## config.mk

```make
export PLATFORM = sky130hd
export DESIGN_NAME = mem_stage_pipe
export DESIGN_NICKNAME = d
export VERILOG_FILES = /design/src/rtl/mem_stage_pipe.sv
export SDC_FILE = /design/constraint.sdc
export NUM_CORES = 1
export LEC_CHECK = 0
export ABC_AREA = 1
export CAP_MARGIN = 20
export CELL_PAD_IN_SITES_DETAIL_PLACEMENT = 1
export CELL_PAD_IN_SITES_GLOBAL_PLACEMENT = 2
export CORE_MARGIN = 8
export CORE_UTILIZATION = 26
export CTS_CLUSTER_DIAMETER = 100
export DETAILED_ROUTE_END_ITERATION = 6
export GPL_TIMING_DRIVEN = 0
export PLACE_DENSITY_LB_ADDON = 0.1
export SYNTH_ARGS = -nofsm -noshare
export SYNTH_HDL_FRONTEND = slang
export SYNTH_SLANG_ARGS = --single-unit
export TNS_END_PERCENT = 10
```

## constraint.sdc

```tcl
create_clock -name clk -period 4.69 [get_ports clk]
set_clock_uncertainty 0.15 [all_clocks]
set_input_delay 1.1725 -clock clk [delete_from_list [all_inputs] [get_ports clk]]
set_output_delay 1.1725 -clock clk [all_outputs]
set_load 0.1 [all_outputs]
```

## src/rtl/mem_stage_pipe.sv

```systemverilog
// rtl/mem_stage_pipe.sv - handshaked memory stage between execute and writeback
//
// Purpose:
//   Passes non-memory results through one output register. Aligned loads and
//   stores issue a single data-memory request and wait for its response.
//   Misaligned accesses are trapped locally and reported on out_misalign.
//
// Ports:
//   clk, rst                 clock, asynchronous active-low reset
//   in_*                     upstream instruction (valid/ready handshake)
//   mem_req_*                data-memory request (valid/ready handshake)
//   mem_rsp_valid/rdata      memory response or store acknowledge
//   out_*                    writeback result (valid/ready handshake)
module mem_stage_pipe #(
    parameter int XLEN   = 64,
    parameter int REG_AW = 5
) (
    input  logic                clk,
    input  logic                rst,
    input  logic                in_valid,
    output logic                in_ready,
    input  logic                in_mem_rd,
    input  logic                in_mem_wr,
    input  logic [1:0]          in_size,
    input  logic                in_unsigned,
    input  logic [XLEN-1:0]     in_addr,
    input  logic [XLEN-1:0]     in_wdata,
    input  logic [XLEN-1:0]     in_alu_data,
    input  logic [REG_AW-1:0]   in_w_addr,
    input  logic                in_reg_wr,
    output logic                mem_req_valid,
    input  logic                mem_req_ready,
    output logic                mem_req_we,
    output logic [XLEN-1:0]     mem_req_addr,
    output logic [XLEN-1:0]     mem_req_wdata,
    output logic [XLEN/8-1:0]   mem_req_wmask,
    input  logic                mem_rsp_valid,
    input  logic [XLEN-1:0]     mem_rsp_rdata,
    output logic                out_valid,
    input  logic                out_ready,
    output logic [XLEN-1:0]     out_data,
    output logic [REG_AW-1:0]   out_w_addr,
    output logic                out_reg_wr,
    output logic                out_misalign
);
    localparam int STRB_W = XLEN / 8;
    localparam int OFF_W  = $clog2(STRB_W);

    localparam logic [1:0] S_IDLE = 2'd0;
    localparam logic [1:0] S_REQ  = 2'd1;
    localparam logic [1:0] S_WAIT = 2'd2;

    logic [1:0]        state_q, state_d;

    // Operands latched at accept of a memory instruction
    logic              we_q;
    logic [1:0]        size_q;
    logic              uns_q;
    logic [XLEN-1:0]   addr_q;
    logic [XLEN-1:0]   wdata_q;
    logic [REG_AW-1:0] w_addr_q;
    logic              reg_wr_q;

    // Output register
    logic              out_valid_q;
    logic [XLEN-1:0]   out_data_q, out_data_d;
    logic [REG_AW-1:0] out_w_addr_q, out_w_addr_d;
    logic              out_reg_wr_q, out_reg_wr_d;
    logic              out_mis_q, out_mis_d;
    logic              load_out;

    logic              accept;
    logic              is_mem;
    logic              misalign;

    logic [OFF_W-1:0]  off_q;
    logic [XLEN-1:0]   rsp_shifted;
    logic [7:0]        ext_sh;
    logic [XLEN-1:0]   ld_left;
    logic signed [XLEN-1:0] ld_sra;
    logic [XLEN-1:0]   ld_data;
    logic [7:0]        size_mask;
    logic [STRB_W-1:0] lane_mask;

    // Ready is gated by reset so nothing is accepted while reset is held.
    assign in_ready = rst && (state_q == S_IDLE) && (!out_valid_q || out_ready);
    assign accept   = in_valid && in_ready;
    assign is_mem   = in_mem_rd || in_mem_wr;

    always_comb begin
        misalign = 1'b0;
        case (in_size)
            2'd1:    misalign = in_addr[0];
            2'd2:    misalign = |in_addr[1:0];
            2'd3:    misalign = (XLEN == 32) || (|in_addr[2:0]);
            default: misalign = 1'b0;
        endcase
    end

    assign off_q = addr_q[OFF_W-1:0];

    // Load: move the addressed lane to bit 0, push it to the top, then shift
    // back down logically or arithmetically to zero- or sign-extend.
    assign rsp_shifted = mem_rsp_rdata >> {off_q, 3'b000};

    always_comb begin
        ext_sh = 8'd0;
        case (size_q)
            2'd0:    ext_sh = 8'(XLEN - 8);
            2'd1:    ext_sh = 8'(XLEN - 16);
            2'd2:    ext_sh = 8'(XLEN - 32);
            default: ext_sh = 8'd0;
        endcase
    end

    assign ld_left = rsp_shifted << ext_sh;
    assign ld_sra  = $signed(ld_left) >>> ext_sh;
    assign ld_data = uns_q ? (ld_left >> ext_sh) : $unsigned(ld_sra);

    always_comb begin
        size_mask = 8'hFF;
        case (size_q)
            2'd0:    size_mask = 8'h01;
            2'd1:    size_mask = 8'h03;
            2'd2:    size_mask = 8'h0F;
            default: size_mask = 8'hFF;
        endcase
    end

    assign lane_mask     = STRB_W'(size_mask);
    assign mem_req_valid = (state_q == S_REQ);
    assign mem_req_we    = we_q;
    assign mem_req_addr  = {addr_q[XLEN-1:OFF_W], {OFF_W{1'b0}}};
    assign mem_req_wdata = wdata_q << {off_q, 3'b000};
    assign mem_req_wmask = we_q ? (lane_mask << off_q) : {STRB_W{1'b1}};

    always_comb begin
        state_d      = state_q;
        load_out     = 1'b0;
        out_data_d   = '0;
        out_w_addr_d = w_addr_q;
        out_reg_wr_d = 1'b0;
        out_mis_d    = 1'b0;
        case (state_q)
            S_IDLE: begin
                if (accept) begin
                    if (is_mem && !misalign) begin
                        state_d = S_REQ;
                    end else begin
                        load_out     = 1'b1;
                        out_w_addr_d = in_w_addr;
                        if (is_mem) begin
                            out_mis_d  = 1'b1;
                            out_data_d = in_addr;
                        end else begin
                            out_data_d   = in_alu_data;
                            out_reg_wr_d = in_reg_wr && (|in_w_addr);
                        end
                    end
                end
            end
            S_REQ: begin
                if (mem_req_ready) begin
                    state_d = S_WAIT;
                end
            end
            S_WAIT: begin
                // The output register is free here: accept required it to be
                // empty or draining, and nothing else loads it meanwhile.
                if (mem_rsp_valid) begin
                    state_d  = S_IDLE;
                    load_out = 1'b1;
                    if (!we_q) begin
                        out_data_d   = ld_data;
                        out_reg_wr_d = reg_wr_q && (|w_addr_q);
                    end
                end
            end
            default: state_d = S_IDLE;
        endcase
    end

    always_ff @(posedge clk or negedge rst) begin
        if (!rst) begin
            state_q  <= S_IDLE;
            we_q     <= 1'b0;
            size_q   <= 2'd0;
            uns_q    <= 1'b0;
            addr_q   <= '0;
            wdata_q  <= '0;
            w_addr_q <= '0;
            reg_wr_q <= 1'b0;
        end else begin
            state_q <= state_d;
            if (accept && is_mem) begin
                we_q     <= in_mem_wr;
                size_q   <= in_size;
                uns_q    <= in_unsigned;
                addr_q   <= in_addr;
                wdata_q  <= in_wdata;
                w_addr_q <= in_w_addr;
                reg_wr_q <= in_reg_wr;
            end
        end
    end

    always_ff @(posedge clk or negedge rst) begin
        if (!rst) begin
            out_valid_q  <= 1'b0;
            out_data_q   <= '0;
            out_w_addr_q <= '0;
            out_reg_wr_q <= 1'b0;
            out_mis_q    <= 1'b0;
        end else if (load_out) begin
            out_valid_q  <= 1'b1;
            out_data_q   <= out_data_d;
            out_w_addr_q <= out_w_addr_d;
            out_reg_wr_q <= out_reg_wr_d;
            out_mis_q    <= out_mis_d;
        end else if (out_ready) begin
            out_valid_q <= 1'b0;
        end
    end

    assign out_valid    = out_valid_q;
    assign out_data     = out_data_q;
    assign out_w_addr   = out_w_addr_q;
    assign out_reg_wr   = out_reg_wr_q;
    assign out_misalign = out_mis_q;

endmodule
```

======== Word level (Yosys, flattened, before mapping) ========
Index checks and enable logic that the tools add are counted.
cells by class
  divide/modulo/power cells ............... 0
  add/subtract/negate cells ............... 0
  multiply operators ...................... 0
  mux-type cells .......................... 35
  $lt $le $gt $ge ......................... 0
  shifts and indexed selects .............. 6
  bitwise operators ....................... 0
  eq/ne operators ......................... 11
  reduce and logical (&&, ||, !) cells .... 19
operator list
  kind                                                             number
  64-bit two-way mux                                               6
  64-bit case mux with 2 select lines                              1
  64-bit by 6-bit left shift with 64-bit output                    1
  64-bit by 8-bit left shift with 64-bit output                    1
  64-bit by 6-bit right shift with 64-bit output                   1
  64-bit by 8-bit right shift with 64-bit output                   1
  64-bit by 8-bit >>> shifter with 64-bit output                   1
  8-bit case mux with 3 select lines                               1
  6-bit case mux with 3 select lines                               1
  5-bit two-way mux                                                3
  1-bit two-way mux                                                14
  5-bit OR reduction                                               2
  2-bit == test, second input constant                             4
  2-bit two-way mux                                                4
  8-bit two-way mux                                                1
  8-bit by 3-bit left shift with 8-bit output                      1
  1-bit logical AND                                                7
  2-bit by 1-bit == test with 1-bit output, second input constant  3
  2-bit case mux with 3 select lines                               1
  2-bit zero test                                                  2
  2-bit by 1-bit != test with 1-bit output, second input constant  2
  2-bit != test, second input constant                             2
  1-bit case mux with 2 select lines                               2
  4-bit AND reduction                                              1
  other kinds (6)                                                  8
word-level totals
  word-level logic and storage cells ...... 84
  input bits .............................. 273
  bits in latches ......................... 0
  output and inout bits ................... 211
  register bits ........................... 212
  ROM bits ................................ 0
  memory bits (writable) .................. 0
  memories kept ........................... 0

======== Depth between registers and ports, before layout ========
  depth in word-level cells ............... 8
  mapped depth ............................ 14
  depth with buffers taken out ............ 12

======== Least setup slack after synthesis ========
No wires, ideal clock.
  kind .................................... register to output
  from .................................... reg addr_q[0]
  to ...................................... out mem_req_wdata[48]
  cell stages (with the launch flop) ...... 10
  path buffers ............................ 4
  arrival time ............................ 3,387 ps
  path slack .............................. -19 ps
  required time ........................... 3,368 ps
  cells stage by stage .................... dfrtp_1 > buf_6 > buf_8 > buf_4 > buf_2 > nand2_1 > o21ai_0 > o22ai_1 > inv_1 > o21ai_0
on the way
  cells in the longest elaborated chain, start to end .. 1
RTL lines
  element                                        RTL line  RTL
  start, declared                                59        logic [XLEN-1:0] addr_q;
  start signal, assigned                         199       addr_q <= in_addr;
  64-bit by 6-bit left shift with 64-bit output  134       assign mem_req_wdata = wdata_q << {off_q, 3'b000};
  end, declared                                  35        output logic [XLEN-1:0] mem_req_wdata,
Every way passes these cells.

======== Worst setup path after layout ========
  from .................................... reg addr_q[0]
  to ...................................... out mem_req_wdata[24]
The elaborated chain is that of the path after synthesis.

==> qor.yml <==
via_count: 15900
die_x_um: 246
initial_core_util: 0.262
netlist_area_um2: 13700
grt.busiest_layer: "met2"
synth_area_leaders: "dfrtp_1 39%, nand2_1 22%, o21ai_0 8.7%"
violations: "setup timing"
cts_buffers: 28
synth_seq_cells: 212
cts_buffer_depth: 3
avgSynthCellArea_um2: 6.77
grt_use_met2: 0.450
swShare: 0.622
status: "finished with violations"
peakVddDrop_v: 0.000655
power_leakage_uw: 0.00960
holdPathStages: 2
grt_pass1_wl_um: 116000
fin_nets: 2813
dp.cells: 3198
rows: 84
core_area_um2: 52300
register_area_um2: 5310
maxCapViolCount: 0
h-tree-depth: 1
cp_slowest_stage_delay_ns: 0.87
slew-limit-headroom: 0.247
rr_worst_depth: 7
ant_nets: 0
min_to: "addr_q[9]"
worstMarginPinSlew_ns: 1.13
antenna_found_initial: 7
power_uw: 16800
grt-ovfl-total: 0
power_density_nw_per_um2: 827
drv_slew: 0
grt_use_met1: 0.312
insertion_delay_ns: 0.59
die_area_um2: 60300
netlist_instances: 2026
cp_max_fo: 10
gp_congestion: 0.922
syn_to_final_growth_pct: 47.8
synth_warnings: 0
layout_setup_ws_ns: -0.0266
fmax_ghz: 0.212
crit_chain: "buf_6 -> buf_8 -> buf_6 -> buf_6 -> buf_6 -> nand2_1 -> o21ai_1 -> o21ai_0 -> nor2_1 -> dlygate4sd2_1"
cts.clk_slew.worst_paths_ns: 0.06
grt_max_degree: 87
slowest_stage: "dlygate4sd2_1"
root_buffer: "clkbuf_16"
cts_tree: "done"
drt_iter0_drc: 947
regToRegEndpoint: "out_data[62]"
drt-total-wl_um: 79700
final_cells: 3248
power_frac_clock: 0.128
hold_viol: 0
ys_seq_area_frac: 0.387
switching_power_uw: 10400
num_io_pins: 484
synth_top_cell_by_area: "dfrtp_1"
wl_per_cell_um: 24.5
critPathRequiredTime_ns: 3.37
cts_sinks: 212
drc: 0
grt_pass1_vias: 17200
period_share: 1.01
pwr-share-seq: 0.174
p_int_uw: 6330
drive_above_1_share: 0.114
use_met3: 0.0469
dp_hpwl_um: 65500
hold_class: "reg2reg"
multi_input_comb_area_um2: 6750
postCtsSetupBuffers: 0
endpoint_kind: "output pin"
post-route-min-period_ns: 4.72
path_class: "reg2out"
synth_cell_types: 43
io_buffers: 480
r2r-start: "addr_q[2]"
crit_top_cell: "buf_6"
r2r_slack_ns: 1.94
via_per_inst: 4.88
rsz0062_at_grt: "yes"
crit_arrival_ns: 3.39
num-fill-cells: 6570
die_h_um: 246
track_usage: 0.254
start_kind: "flop"
synthDominantCellAreaShare: 0.387
drtPass1Iterations: 5
combPwrFrac: 0.698
setup_viol: 1
hold_start: "addr_q[9]"
-- timing repair --
item                                    in CTS  in global routing
endpoints found under the setup margin      73                 41
gates resized for setup                    245                 52
hold buffers                                 0                  0
pin swaps                                    0                  0
-- per-layer routing --
metal  wire length (um)  vias to the layer above
met5                 12                        -
met2              39700                      415
met1              33600                     7840
li1                   -                     7516
met4               2240                        2
met3               4160                       90
-- cell type report --
class | count | area share
Antenna cell | 5 | 0.000617
Buffer | 204 | 0.0603
Clock buffer | 39 | 0.0406
Clock inverter | 6 | 0.00414
Inverter | 121 | 0.0224
Multi-Input combinational cell | 1491 | 0.333
Sequential cell | 212 | 0.262
Tap cell | 688 | 0.0425
Timing Repair Buffer | 482 | 0.235
-- placed cells by master, fill, tap and decap left out, types with 28 or more instances in the layout --
| cell type | n |
|---|---|
| buf_2 | 75 |
| buf_4 | 77 |
| clkbuf_1 | 44 |
| clkbuf_16 | 28 |
| clkdlybuf4s15_2 | 30 |
| clkdlybuf4s50_1 | 406 |
| dfrtp_1 | 212 |
| inv_1 | 113 |
| nand2_1 | 790 |
| nand3_1 | 199 |
| nor2_1 | 82 |
| o21ai_0 | 236 |
-- synthesized netlist by cell type --
cell type  count
o311ai_0       1
buf_6         11
o21ai_0      237
buf_2         56
nand2_4        3
conb_1         1
and2_1         4
nor2_4         2
dfrtp_1      212
o21ai_2        1
nand2_1      791
a21boi_0       1
inv_1        113
buf_8          1
nand3_1      199
nand3_4        1
buf_1         16
o31ai_1        3
clkbuf_1      46
nor2_2         2
a311oi_1       1
nor3_1         6
a22oi_1       15
o2111ai_1      2
nor2_1        82
o211ai_1      22
o32ai_1        1
o21ai_1       23
o22ai_1        8
or2_1          3
nor2_8         1
a21oi_1       27
nand3_2        3
o221ai_1       2
or2_2          2
a31oi_1       13
buf_4         74
a41oi_1        1
mux2i_1       25
nand4_1        2
nand2_2        3
inv_2          8
o21bai_1       1
-- per-stage QoR --
stage          hold WS, ns   util  TNS (ns)  instance area, um2  setup slack [ns]
3_5_place_dp         0.321  0.371     -7.80               19400            -0.341
5_1_grt              0.352  0.387    -0.632               20300            -0.144
2_1_floorplan        0.298      -    -0.126               13700           -0.0191
6_report             0.333  0.387   -0.0266               20300           -0.0266
3_3_place_gp         0.317  0.370  -3158.76               19400             -8.20
4_1_cts              0.338  0.389    -0.590               20300            -0.168
-- kinds of logic (layout without fill, tap and decap cells) --
| family | count (synthesis) | in the layout | synth area share |
|---|---|---|---|
| AND/OR/NAND/NOR | 1104 | 1104 | 0.330 |
| other | 1 | 8 | 0.000274 |
| multiplexers | 25 | 25 | 0.0183 |
| buffers and inverters | 325 | 852 | 0.121 |
| AO/OA/AOI/OAI | 359 | 359 | 0.143 |
| flip-flops | 212 | 212 | 0.387 |
-- power by group through the flow --
stage                     Combinational (uW)  Clock [uW]  Sequential, uW
final                                  11700        2140            2920
after global routing                   12200        2260            3000
after CTS                              11800        2210            2920
after detailed placement               11900           0            2940
after global placement                 11800           0            2930
after floorplan                         6470           0            4810
-- state kept, by name (all words and copies together), names as in the netlist --
| name | cells |
|---|---|
| addr_q | 64 |
| mem_req_we | 1 |
| out_data | 64 |
| out_misalign | 1 |
| out_reg_wr | 1 |
| out_valid | 1 |
| out_w_addr | 5 |
| reg_wr_q | 1 |
| size_q | 2 |
| state_q | 2 |
| uns_q | 1 |
| w_addr_q | 5 |
| wdata_q | 64 |
-- worst max path at each step --
stage,start,endpoint,slack (ns),cells past startpoint
global route,addr_q[0],mem_req_wdata[24],-0.14,10
detailed placement,addr_q[2],mem_req_wdata[59],-0.34,7
floorplan,addr_q[0],mem_req_wdata[49],-0.02,9
finish,addr_q[0],mem_req_wdata[24],-0.03,10
CTS,addr_q[1],mem_req_wmask[7],-0.17,6
global placement,rst,in_ready,-8.20,4
-- worst max-delay path: cells and delay by family, from the launching register on --
kind,cells,cell delay [ns]
AO/OA/AOI/OAI,2,0.41
flip-flops,1,0.44
buffers and inverters,6,1.74
AND/OR/NAND/NOR,2,0.18
No activity file was read; power rests on OpenSTA's default activity.
